<file path="src/rtl/red_target_locator_pkg.sv">
// Shared types and default thresholds for the red target locator and its divider.
package red_target_locator_pkg;

  typedef enum logic [1:0] {
    ACCUM = 2'd0,
    DIV_X = 2'd1,
    DIV_Y = 2'd2,
    DONE  = 2'd3
  } state_t;

  localparam int CNT_W          = 20;
  localparam int RED_MIN_DEF    = 512;
  localparam int MARGIN_DEF     = 128;
  localparam int MIN_PIXELS_DEF = 64;
  localparam int BOX_HALF_DEF   = 10;

endpackage

</file>
<file path="src/rtl/red_target_locator_seq_divider.sv">
// Unsigned restoring divider, one quotient bit per cycle; the start cycle already
// produces the first bit, so done follows start by SUM_W cycles.
module seq_divider
  import red_target_locator_pkg::*;
#(
  parameter int SUM_W = 32
) (
  input  logic             clk,
  input  logic             rst,
  input  logic             start,
  input  logic [SUM_W-1:0] dividend,
  input  logic [CNT_W-1:0] divisor,
  output logic             busy,
  output logic             done,
  output logic [SUM_W-1:0] quotient
);

  localparam int IW = $clog2(SUM_W + 1);

  logic [CNT_W-1:0] rem_p0, div_p0, src_rem, src_div, rem_nxt;
  logic [SUM_W-1:0] quo_p0, src_quo, quo_nxt;
  logic [CNT_W:0]   shifted;
  logic [CNT_W+1:0] trial;
  logic [IW-1:0]    iter;

  always_comb begin
    src_rem = start ? '0 : rem_p0;
    src_quo = start ? dividend : quo_p0;
    src_div = start ? divisor : div_p0;
    shifted = {src_rem, src_quo[SUM_W-1]};
    trial   = {1'b0, shifted} - {2'b00, src_div};
    if (trial[CNT_W+1]) begin
      rem_nxt = shifted[CNT_W-1:0];
      quo_nxt = {src_quo[SUM_W-2:0], 1'b0};
    end else begin
      rem_nxt = trial[CNT_W-1:0];
      quo_nxt = {src_quo[SUM_W-2:0], 1'b1};
    end
  end

  always_ff @(posedge clk) begin
    if (rst) begin
      busy <= 1'b0;
      done <= 1'b0;
      iter <= '0;
    end else begin
      done <= 1'b0;
      if (start) begin
        busy <= 1'b1;
        iter <= IW'(1);
      end else if (busy) begin
        iter <= iter + IW'(1);
        if (iter == IW'(SUM_W - 1)) begin
          busy <= 1'b0;
          done <= 1'b1;
        end
      end
    end
  end

  // p0: partial remainder / quotient shift register
  always_ff @(posedge clk) begin
    if (start || busy) begin
      rem_p0 <= rem_nxt;
      quo_p0 <= quo_nxt;
      div_p0 <= src_div;
    end
  end

  assign quotient = quo_p0;

endmodule

</file>
<file path="src/rtl/red_target_locator.sv">
// Accumulates coordinates of strongly red pixels per frame and publishes the
// marker box top-left (centroid minus BOX_HALF) once the frame has been divided out.
module red_target_locator
  import red_target_locator_pkg::*;
#(
  parameter int H_ACTIVE   = 800,
  parameter int V_ACTIVE   = 600,
  parameter int RED_MIN    = RED_MIN_DEF,
  parameter int MARGIN     = MARGIN_DEF,
  parameter int MIN_PIXELS = MIN_PIXELS_DEF,
  parameter int BOX_HALF   = BOX_HALF_DEF,
  parameter int SUM_W      = 32
) (
  input  logic        iCLK,
  input  logic        iRST,
  input  logic        iDVAL,
  input  logic [9:0]  iRed,
  input  logic [9:0]  iGreen,
  input  logic [9:0]  iBlue,
  input  logic [12:0] iXposition,
  input  logic [12:0] iYposition,
  output logic [12:0] oXresult,
  output logic [12:0] oYresult,
  output logic        oFinished,
  output logic [19:0] oPixelCount,
  output logic        oDrop
);

  function automatic logic [12:0] box_pos(input logic [SUM_W-1:0] q);
    if (q < SUM_W'(BOX_HALF)) return '0;
    return 13'(q - SUM_W'(BOX_HALF));
  endfunction

  state_t           state, state_nxt;
  logic             hit, frame_start, frame_end;
  logic [SUM_W-1:0] sum_x, sum_y, sum_x_nxt, sum_y_nxt;
  logic [CNT_W-1:0] cnt, cnt_nxt;
  logic [SUM_W-1:0] snap_x_p0, snap_y_p0;
  logic [CNT_W-1:0] snap_cnt_p0;
  logic             vld_p0;
  logic [SUM_W-1:0] qx_p1, qy_p1;
  logic             div_start, div_busy, div_done;
  logic [SUM_W-1:0] div_dividend, div_quot;

  assign hit = ({1'b0, iRed} >= 11'(RED_MIN)) &&
               ({1'b0, iRed} > ({1'b0, iGreen} + 11'(MARGIN))) &&
               ({1'b0, iRed} > ({1'b0, iBlue} + 11'(MARGIN)));

  assign frame_start = iDVAL && (iXposition == 13'd0) && (iYposition == 13'd0);
  assign frame_end   = iDVAL && (iXposition == 13'(H_ACTIVE - 1)) &&
                       (iYposition == 13'(V_ACTIVE - 1));

  always_comb begin
    sum_x_nxt = sum_x;
    sum_y_nxt = sum_y;
    cnt_nxt   = cnt;
    if (frame_start) begin
      // (0,0) contributes nothing to the sums, only to the count
      sum_x_nxt = '0;
      sum_y_nxt = '0;
      cnt_nxt   = hit ? CNT_W'(1) : '0;
    end else if (iDVAL && hit) begin
      sum_x_nxt = sum_x + SUM_W'(iXposition);
      sum_y_nxt = sum_y + SUM_W'(iYposition);
      if (cnt != '1) cnt_nxt = cnt + CNT_W'(1);
    end
  end

  always_comb begin
    state_nxt    = state;
    div_start    = 1'b0;
    div_dividend = snap_x_p0;
    case (state)
      ACCUM: if (frame_end) state_nxt = (cnt_nxt >= CNT_W'(MIN_PIXELS)) ? DIV_X : DONE;
      DIV_X: begin
        if (div_done) begin
          // chain the Y division straight off the X result to avoid an idle cycle
          div_start    = 1'b1;
          div_dividend = snap_y_p0;
          state_nxt    = DIV_Y;
        end else if (!div_busy) begin
          div_start = 1'b1;
        end
      end
      DIV_Y:   if (div_done) state_nxt = DONE;
      DONE:    state_nxt = ACCUM;
      default: state_nxt = ACCUM;
    endcase
  end

  always_ff @(posedge iCLK) begin
    if (iRST) begin
      state       <= ACCUM;
      sum_x       <= '0;
      sum_y       <= '0;
      cnt         <= '0;
      oXresult    <= '0;
      oYresult    <= '0;
      oFinished   <= 1'b0;
      oPixelCount <= '0;
      oDrop       <= 1'b0;
    end else begin
      state <= state_nxt;
      sum_x <= sum_x_nxt;
      sum_y <= sum_y_nxt;
      cnt   <= cnt_nxt;
      oDrop <= frame_end && (state != ACCUM);
      if (state == DONE) begin
        oPixelCount <= snap_cnt_p0;
        oFinished   <= vld_p0;
        if (vld_p0) begin
          oXresult <= box_pos(qx_p1);
          oYresult <= box_pos(qy_p1);
        end
      end
    end
  end

  // p0: frame-end snapshot, p1: quotients held until DONE
  always_ff @(posedge iCLK) begin
    if (state == ACCUM && frame_end) begin
      snap_x_p0   <= sum_x_nxt;
      snap_y_p0   <= sum_y_nxt;
      snap_cnt_p0 <= cnt_nxt;
      vld_p0      <= (cnt_nxt >= CNT_W'(MIN_PIXELS));
    end
    if (state == DIV_X && div_done) qx_p1 <= div_quot;
    if (state == DIV_Y && div_done) qy_p1 <= div_quot;
  end

  seq_divider #(.SUM_W(SUM_W)) u_div (
    .clk      (iCLK),
    .rst      (iRST),
    .start    (div_start),
    .dividend (div_dividend),
    .divisor  (snap_cnt_p0),
    .busy     (div_busy),
    .done     (div_done),
    .quotient (div_quot)
  );

endmodule

</file>
<file path="config.mk">
export PLATFORM = sky130hd
export DESIGN_NAME = red_target_locator
export DESIGN_NICKNAME = d
export VERILOG_FILES = /design/src/rtl/red_target_locator_pkg.sv /design/src/rtl/red_target_locator_seq_divider.sv /design/src/rtl/red_target_locator.sv
export SDC_FILE = /design/constraint.sdc
export NUM_CORES = 1
export LEC_CHECK = 0
export BUFFER_PORTS_ARGS = -buffer_cell sky130_fd_sc_hd__clkbuf_2
export CORE_MARGIN = 3
export CORE_UTILIZATION = 30
export DETAILED_ROUTE_END_ITERATION = 6
export SLEW_MARGIN = 0
export SYNTH_ARGS = -nofsm -noshare
export SYNTH_HDL_FRONTEND = slang
export SYNTH_HIERARCHICAL = 1
export SYNTH_SLANG_ARGS = --single-unit
</file>
<file path="constraint.sdc">
create_clock -name iCLK -period 7.8 [get_ports iCLK]
set_input_delay 2.34 -clock iCLK [delete_from_list [all_inputs] [get_ports iCLK]]
set_output_delay 2.34 -clock iCLK [all_outputs]
set_load 0.02 [all_outputs]
</file>
==> results of run 1 <==
==> power by group through the flow <==
stage	logic [mW]	clock network [mW]	registers, mW
2_1_floorplan	1.69	0	2.59
4_1_cts	2.13	1.82	2.58
6_report	2.13	1.78	2.57
5_1_grt	2.38	1.91	2.60
3_3_place_gp	2.07	0	2.61
3_5_place_dp	2.11	0	2.62
==> metrics by stage <==
step	total power, mW	area (µm²)	cells	hold slack, ns
after floorplan	4.281	17750	1627	0.4245
after CTS	6.528	20330	2519	0.4757
final	6.480	20330	2519	0.4736
after global routing	6.891	20330	2519	0.4948
after detailed placement	4.726	19120	2450	0.4614
after global placement	4.679	19120	2450	0.4619
==> worst register-to-register path: cells and delay by family (launching register included) <==
family          cells  cell delay, ns
compound gates      4            1.37
fa+ha+maj           2            0.46
buf+inv             3            0.72
flops               1            0.39
mux                 3            1.02
simple gates        2            0.21
==> logic make-up (layout without fill, tap and decap cells) <==
| group | after synthesis | count (layout) |
|---|---|---|
| buf+inv | 136 | 263 |
| fa+ha+maj | 78 | 78 |
| simple gates | 574 | 574 |
| flops | 363 | 363 |
| mux | 122 | 122 |
| xor+xnor | 100 | 100 |
| compound gates | 254 | 254 |
==> registers in the layout, summed over array words and instances, names as in the netlist, 13 cells and up <==
register / flops
u_div/div_p0: 20
snap_y_p0: 32
oXresult: 13
u_div/rem_p0: 20
snap_cnt_p0: 20
oPixelCount: 20
snap_x_p0: 32
u_div/quotient: 32
cnt: 20
sum_x: 32
oYresult: 13
qx_p1: 32
sum_y: 32
qy_p1: 32
==> cell type report <==
| class | count | area share (%) |
|---|---|---|
| clock inverter | 14 | 0.6523 |
| inverter | 70 | 1.292 |
| timing repair buffer | 124 | 3.286 |
| multi-input combinational | 1128 | 38.15 |
| tap | 765 | 4.708 |
| clock buffer | 55 | 5.292 |
| sequential | 363 | 46.62 |
==> cells in the final DEF, fill, tap and decap left out, types with 17 or more instances in the layout <==
cell type,instances
a21o_1,17
a21oi_1,76
a22oi_1,24
and3_1,26
buf_4,19
clkbuf_16,39
clkbuf_2,105
dfxtp_1,142
edfxtp_1,221
ha_1,75
inv_1,68
mux2_2,69
mux2i_1,50
nand2_1,95
nand3_1,26
nand4_1,23
nor2_1,208
nor2b_1,45
nor3_1,60
nor4_1,20
o21ai_0,24
xnor2_1,49
xor2_1,51
==> layer usage <==
layer,GRT usage [%],wire length (µm),vias to the layer above,share of wire [%]
met1,19.58,21040,5933,50
met4,3.017,618,0,1.5
li1,-,-,6084,-
met2,19.78,17890,302,43
met5,0,0,-,0
met3,2.046,2173,43,5.2
==> final timing paths <==
path	from	end	slack, ns
max reg2reg	state[1]	u_div/rem_p0[10]	3.39
min reg2reg	u_div/quotient[18]	qx_p1[18]	0.47
min	u_div/quotient[18]	qx_p1[18]	0.47
max	iGreen[7]	sum_x[10]	2.57
==> cells in the mapped netlist, types with 4 or more instances <==
library cell	n
a31oi_1	6
nand2_1	96
ha_1	75
o21a_1	10
or2_2	4
o22ai_1	4
and2_1	8
nand2b_1	11
a211oi_1	11
buf_1	7
clkbuf_1	47
nor4_1	20
mux2_2	69
nand3b_1	4
nor2_1	210
o2111ai_1	7
buf_2	9
a21oi_1	76
dfxtp_1	142
o31ai_1	13
a22oi_1	24
and3_1	26
nor3b_1	5
xor2_1	51
o21ai_1	13
inv_1	68
xnor2_1	49
or4_1	5
and4_1	4
o21ai_0	24
a21o_1	17
mux2i_1	50
o21bai_1	4
edfxtp_1	221
nand4_1	23
or3_1	12
nand3_1	26
nor2b_1	45
nor3_1	60
o211ai_1	10
==> results.cfg, run 1 <==
[yosys]
synth-adder-area-share_pct = 5.626
synth_xor_area_share_pct = 4.935
ys_types = 82
synthSimpleGateAreaFrac_pct = 15.85
synth_mux_area_share_pct = 7.410
yosys.area.top_type_share_pct = 37.39
synth_compound_area_share_pct = 9.722
syn_area_um2 = 17750
synth_top_family_by_area = simple AND/OR/NAND/NOR gates
synth-main-ff-cell = edfxtp_1
syn_inst = 1627
syn-mean-instance-area_um2 = 10.91
yosys-top-cells-area = edfxtp_1 37%, dfxtp_1 16%, ha_1 5.3%, nor2_1 4.4%, mux2_2 4.4%
yosysTopAreaCell = edfxtp_1
synth_edf_count = 221
yosysSeqAreaShare_pct = 53.41
synth_seq_cells = 363
synth_fp_nets = 1764
yosys_warnings = 6
async_flop_share_pct = 0

[clocking]
htreeDepth = 2
cts_buffer_depth = 3
post-cts-setup-buffers = 0
worstSkewPairLatency_ns = 0.53
cts_sinks = 363
hold_buffers = 0
clk_pin_slew_worst_paths_ns = 0.06
cts_tree = yes
cts.repair.resized = 0
root_buffer = clkbuf_16
cts_buffers = 38

[power_and_ir_drop]
p_int_mw = 4.372
p_switching_mw = 2.107
p_sw_share_pct = 32.52
leakage_nw = 7.422
combPwrFrac_pct = 32.9
vdd_drop_max_mv = 0.1553
pwr-share-clk_pct = 27.4
power_density_nw_per_um2 = 318.7
pwr-share-seq_pct = 39.7

[setup_path]
critPathMaxFanout = 29
slowest_delay_ns = 0.76
startpoint_type = input port
cpLargestDelayFamily = simple AND/OR/NAND/NOR gates
cp_cell_sequence = clkbuf_2, ha_1, xnor2_1, ha_1, and4_1, o31ai_1, a21oi_1, nand2_1, buf_4, nor3_1, o31ai_1, a21oi_1, nor2b_1
cp_num_buf_inv = 2
path_depth = 13
path_class = in2reg
cp-end-kind = register
arrival_ns = 5.70
slowest_stage = nand2_1
reg2reg_depth = 14
cp.required_ns = 8.26

[sta]
fin_crit_ns = 5.232
max_freq_mhz = 191.1
rsz0062_at_grt = false
tns_ns = 0
slew_violations = 0
hold_viol_final = 0
final-setup-viol-count = 0
worst_slack_ns = 2.568
slew_headroom_pct = 29.96
tightest_slew_ns = 1.051
fin_worst_skew_ns = 0.01445
period_share_pct = 67.08

[placement]
gp_congestion = 0.8211
dp_hpwl_mm = 29.86
io_buffers = 106
dp_slack_ns = 1.992

[drt]
route.antenna.remaining_nets = 0
wl_per_cell_um = 16.56
drtIter0Drc = 982
vias = 12362
wl_mm = 41.72
remaining_drc_errors = 0
first_pass_iters = 5
vias_per_cell = 4.908

[global_route]
grt_max_degree = 74
grt_antenna_before_repair = 5
grt_remaining_overflow = 0
grt_pass1_vias = 12157
grt_pass1_wl_mm = 66.74
grt_usage_pct = 13.09

[die]
die_h_um = 249.2
io_pins = 107
dieWidth_um = 249.2
start_util_pct = 30.53
core_area_um2 = 58140
rows = 88
die_area_um2 = 62110

[final_layout]
nets = 1862
multi_input_area_um2 = 7756
nFillCells = 5855
drive_gt1_share_pct = 16.02
seq_area_um2 = 9479
diodes = 0
areaGrowthSynthToFinish_pct = 14.57
fin_util_pct = 34.97

[flow_run]
maxCapViolations = 0

[hold_path]
hold_path.class = reg2reg
hold_path_depth = 0

[run_status]
status = finished, final reports clean
No activity file was read; power rests on OpenSTA's default activity.
==> run 2: changes to the inputs <==
==> constraint.sdc (replaced) <==
create_clock -name iCLK -period 4.3 [get_ports iCLK]
set_input_delay 1.29 -clock iCLK [delete_from_list [all_inputs] [get_ports iCLK]]
set_output_delay 1.29 -clock iCLK [all_outputs]
set_load 0.02 [all_outputs]
==> run 2 against run 1 <==
- critical path depth unchanged
- hold slack got worse by 0.0045 ns
- critical endpoint is now u_div/rem_p0[8]
- sequential cell count unchanged
- register-to-register slack got worse by 3.0 ns
- highest routed layer unchanged
- wire length increased by 0.44%
- non-clock buffer count increased by 12
- cell count increased by 0.60%
- sequential power increased by 81%
- worst setup slack got worse by 2.2 ns
- via count increased by 0.88%
- combinational power increased by 84%
- global-route usage about the same
==> results.cfg, run 2 (synthesis gave the netlist of run 1 again) <==
[clocking]
htreeDepth = 2
post-cts-setup-buffers = 0
clk_pin_slew_worst_paths_ns = 0.06
hold_buffers = 0
cts_tree = yes
cts_buffer_depth = 3
root_buffer = clkbuf_16
cts_sinks = 363
cts.repair.resized = 0
worstSkewPairLatency_ns = 0.54
cts_buffers = 38

[drt]
vias_per_cell = 4.921
wl_per_cell_um = 16.54
remaining_drc_errors = 0
first_pass_iters = 5
wl_mm = 41.91
vias = 12471
route.antenna.remaining_nets = 0
drtIter0Drc = 826

[sta]
max_freq_mhz = 253.3
rsz0062_at_grt = false
tns_ns = 0
fin_worst_skew_ns = 0.02047
tightest_slew_ns = 1.073
slew_violations = 0
period_share_pct = 91.83
hold_viol_final = 0
final-setup-viol-count = 0
worst_slack_ns = 0.3513
slew_headroom_pct = 28.48
fin_crit_ns = 3.949

[die]
die_h_um = 249.2
io_pins = 107
dieWidth_um = 249.2
core_area_um2 = 58140
rows = 88
start_util_pct = 30.53
die_area_um2 = 62110

[placement]
placedCellCount = 2462
io_buffers = 106
dp_hpwl_mm = 30.03
dp_slack_ns = 0.04435
place_area_um2 = 19280
gp_congestion = 0.8424

[hold_path]
hold_path_depth = 2
min_from = oFinished
hold_path.class = reg2reg
min_to = oFinished

[final_layout]
fin_cells = 2534
drive_gt1_share_pct = 17.03
final_common_cell = edfxtp_1
nets = 1874
fin_util_pct = 35.40
final_area_um2 = 20580
final_cell_mix = 221 x edfxtp_1, 208 x nor2_1, 142 x dfxtp_1, 105 x clkbuf_2, 95 x nand2_1
areaGrowthSynthToFinish_pct = 15.97
nFillCells = 5786

[setup_path]
cp-end-kind = register
reg2reg_slack_ns = 0.35
cp.required_ns = 4.59
critPathMaxFanout = 36
reg2reg_depth = 13
startpoint_type = register
arrival_ns = 4.23
path_class = reg2reg
r2r-start = state[1]
r2r_end = u_div/rem_p0[8]

[global_route]
grt_pass1_vias = 12408
grt_remaining_overflow = 0
grt_usage_pct = 13.13
grt_pass1_wl_mm = 67.02
grt_antenna_before_repair = 4
grt_max_degree = 74

[power_and_ir_drop]
vdd_drop_max_mv = 0.3893
power_density_nw_per_um2 = 581.4
leakage_nw = 7.541

[run_status]
status = finished, final reports clean

[flow_run]
maxCapViolations = 0
[run 2: changes by cell type in the layout (fill, tap and decap cells not counted), moves of 3 or more]
| cell | before | now |
|---|---|---|
| clkbuf_1 | 12 | 4 |
| buf_12 | 0 | 5 |
| clkinvlp_4 | 1 | 4 |
| buf_4 | 19 | 26 |
[run 2: worst max path at each step]
stage               slack (ns)               end  cells after the start           from
global placement          0.14          state[1]                     14       iBlue[7]
CTS                       0.34   u_div/rem_p0[8]                     13       state[1]
finish                    0.35   u_div/rem_p0[8]                     13       state[1]
detailed placement        0.04     snap_x_p0[28]                     14  iXposition[0]
global route              0.11  u_div/rem_p0[11]                     13       state[1]
floorplan                 0.28    snap_cnt_p0[0]                      4  iXposition[5]
[run 2: where the power goes]
part	switching (mW)	internal, mW
logic	2.27	1.65
registers	0.209	4.45
clock network	1.38	2.00
total	3.86	8.10
[run 2: final cells by class]
| type | instances | area, µm² | area share, % |
|---|---|---|---|
| clock buffer | 48 | 1060 | 5.149 |
| clock inverter | 22 | 240.2 | 1.167 |
| antenna | 2 | 5.005 | 0.02432 |
| multi-input combinational | 1128 | 7756 | 37.69 |
| timing repair buffer | 136 | 820.8 | 3.988 |
| tap | 765 | 957.2 | 4.651 |
| sequential | 363 | 9479 | 46.06 |
| inverter | 70 | 262.8 | 1.277 |
[run 2: routing by layer]
metal	track usage, %	part of all wire, %	wire length [µm]
met3	1.691	4.9	2061
met4	3.763	2.0	838
met2	20.22	43	18110
met5	0	0	0
met1	19.26	50	20900
[run 2: critical path, stage by stage, from the launching register on]
cell and delay, ns:
dfxtp_1 0.34, inv_1 0.11, ha_1 0.21, a21boi_4 0.27, buf_12 0.25, buf_4 0.19, mux2i_1 0.25, ha_1 0.31
a21o_1 0.20, a211oi_1 0.45, o21ai_1 0.20, a21oi_4 0.20, buf_4 0.31, mux2_2 0.38
[run 2: stage by stage]
| step | hold slack, ns | power, mW |
|---|---|---|
| after floorplan | 0.4245 | 7.770 |
| after global placement | 0.4644 | 8.537 |
| after detailed placement | 0.4653 | 8.631 |
| after CTS | 0.4759 | 12.07 |
| after global routing | 0.4947 | 12.68 |
| final | 0.4690 | 11.97 |
==> run 3: changes to the inputs <==
--- a/config.mk
+++ b/config.mk
@@ -9,6 +9,8 @@
 export CORE_MARGIN = 3
 export CORE_UTILIZATION = 30
 export DETAILED_ROUTE_END_ITERATION = 6
+export MAX_ROUTING_LAYER = met4
+export SETUP_SLACK_MARGIN = 0.15
 export SLEW_MARGIN = 0
 export SYNTH_ARGS = -nofsm -noshare
 export SYNTH_HDL_FRONTEND = slang
==> run 3 against run 2 <==
- non-clock buffer count fell by 2
- first-iteration DRC count rose by 6.4%
- final area barely moved
- sequential power barely moved
- critical path depth rose by 3
==> results.cfg, run 3 (synthesis gave the netlist of run 1 again) <==
[drt]
first_pass_iters = 5
vias_per_cell = 4.930
route.antenna.remaining_nets = 0
drtIter0Drc = 879
remaining_drc_errors = 0
vias = 12493
wl_per_cell_um = 16.45
wl_mm = 41.69

[setup_path]
cp-end-kind = register
cp.required_ns = 4.58
startpoint_type = register
reg2reg_depth = 16
path_class = reg2reg
critPathMaxFanout = 50
reg2reg_slack_ns = 0.44
r2r_end = u_div/rem_p0[15]
r2r-start = state[1]
arrival_ns = 4.14

[clocking]
cts_tree = yes
cts_buffers = 40
cts_buffer_depth = 3
root_buffer = clkbuf_16
htreeDepth = 2
clk_pin_slew_worst_paths_ns = 0.06
post-cts-setup-buffers = 0
cts_sinks = 363
worstSkewPairLatency_ns = 0.54

[placement]
io_buffers = 106
placedCellCount = 2460
dp_hpwl_mm = 29.71
dp_slack_ns = 0.001098
gp_congestion = 0.8842

[power_and_ir_drop]
p_int_mw = 8.080
p_sw_share_pct = 32.51
leakage_nw = 7.535
p_switching_mw = 3.891
pwr-share-seq_pct = 39.0
pwr-share-clk_pct = 28.1
combPwrFrac_pct = 32.9
vdd_drop_max_mv = 0.3707
power_density_nw_per_um2 = 581.6

[die]
core_area_um2 = 58140
io_pins = 107
dieWidth_um = 249.2
start_util_pct = 30.53
rows = 88
die_area_um2 = 62110
die_h_um = 249.2

[sta]
slew_headroom_pct = 28.67
fin_worst_skew_ns = 0.01656
fin_crit_ns = 3.860
max_freq_mhz = 259.1
tns_ns = 0
hold_viol_final = 0
rsz0062_at_grt = false
period_share_pct = 89.76
slew_violations = 0
final-setup-viol-count = 0
tightest_slew_ns = 1.070
worst_slack_ns = 0.4402

[hold_path]
hold_path.class = reg2reg
min_to = oFinished
min_from = oFinished
hold_path_depth = 2

[global_route]
grt_pass1_vias = 12462
grt_antenna_before_repair = 1
grt_remaining_overflow = 0
grt_pass1_wl_mm = 66.94
grt_usage_pct = 13.48
grt_max_degree = 74

[final_layout]
final_common_cell = edfxtp_1
areaGrowthSynthToFinish_pct = 15.98
diodes = 0
nFillCells = 5714
drive_gt1_share_pct = 16.96
nets = 1874
fin_cells = 2534
final_cell_mix = 221 x edfxtp_1, 208 x nor2_1, 142 x dfxtp_1, 105 x clkbuf_2, 95 x nand2_1

[flow_run]
maxCapViolations = 0

[run_status]
status = finished, final reports clean
## run 3: metrics by stage
step	hold WS, ns	power, mW	instance area, µm²	utilization (%)
floorplan	0.4245	7.770	17750	-
global placement	0.4588	8.550	19290	33.17
detailed placement	0.4637	8.641	19290	33.17
CTS	0.4715	12.06	20580	35.40
global route	0.4956	12.68	20580	35.40
finish	0.4685	11.97	20580	35.40
## run 3: what timing repair did
action | CTS | global route
resized for setup | 0 | 1
endpoints found under the setup margin | 0 | 1
hold buffers | 0 | 0
hold endpoints to repair | 0 | 0
## run 3: routing by layer
| metal | GRT usage (%) | vias to the layer above | routed length [µm] |
|---|---|---|---|
| met1 | 19.19 | 6006 | 21040 |
| met2 | 20.13 | 309 | 17960 |
| met5 | - | - | 0 |
| met3 | 1.838 | 61 | 1924 |
| li1 | - | 6117 | - |
| met4 | 3.614 | 0 | 769 |
## run 3: how the worst max path moves through the flow
| stage | startpoint | endpoint | cells past startpoint |
|---|---|---|---|
| after CTS | state[1] | u_div/rem_p0[19] | 15 |
| after detailed placement | iXposition[0] | snap_x_p0[26] | 14 |
| after global routing | state[1] | u_div/rem_p0[2] | 15 |
| after global placement | iXposition[0] | snap_x_p0[28] | 14 |
| after floorplan | iXposition[5] | snap_cnt_p0[0] | 4 |
| final | state[1] | u_div/rem_p0[15] | 16 |
## run 3: layout make-up
class / count / area, µm² / share of cell area [%]
flip-flops and latches: 363 / 9479 / 46.05
multi-input cells: 1128 / 7756 / 37.68
clock buffers: 52 / 1117 / 5.429
well taps: 765 / 957.2 / 4.650
repair buffers: 134 / 830.8 / 4.036
inverters: 70 / 262.8 / 1.277
clock inverters: 22 / 178.9 / 0.8693
## run 3: power by group through the flow
stage	Combinational, mW	Sequential (mW)	Clock, mW
floorplan	3.07	4.70	0
global placement	3.83	4.72	0
detailed placement	3.90	4.74	0
CTS	3.93	4.67	3.46
global route	4.37	4.72	3.59
finish	3.94	4.67	3.36
## run 3: worst max-delay path, cell delays in order, from the launching register on
cell and delay [ns]:
dfxtp_1 0.34, inv_1 0.11, ha_1 0.21, a21boi_4 0.27, buf_12 0.30, inv_2 0.16
nand2_1 0.15, inv_1 0.07, ha_1 0.27, nand2b_1 0.08, a21oi_1 0.29, o2111ai_2 0.26
o221ai_2 0.37, a21oi_4 0.11, buf_4 0.25, and2_1 0.19, a31o_1 0.18
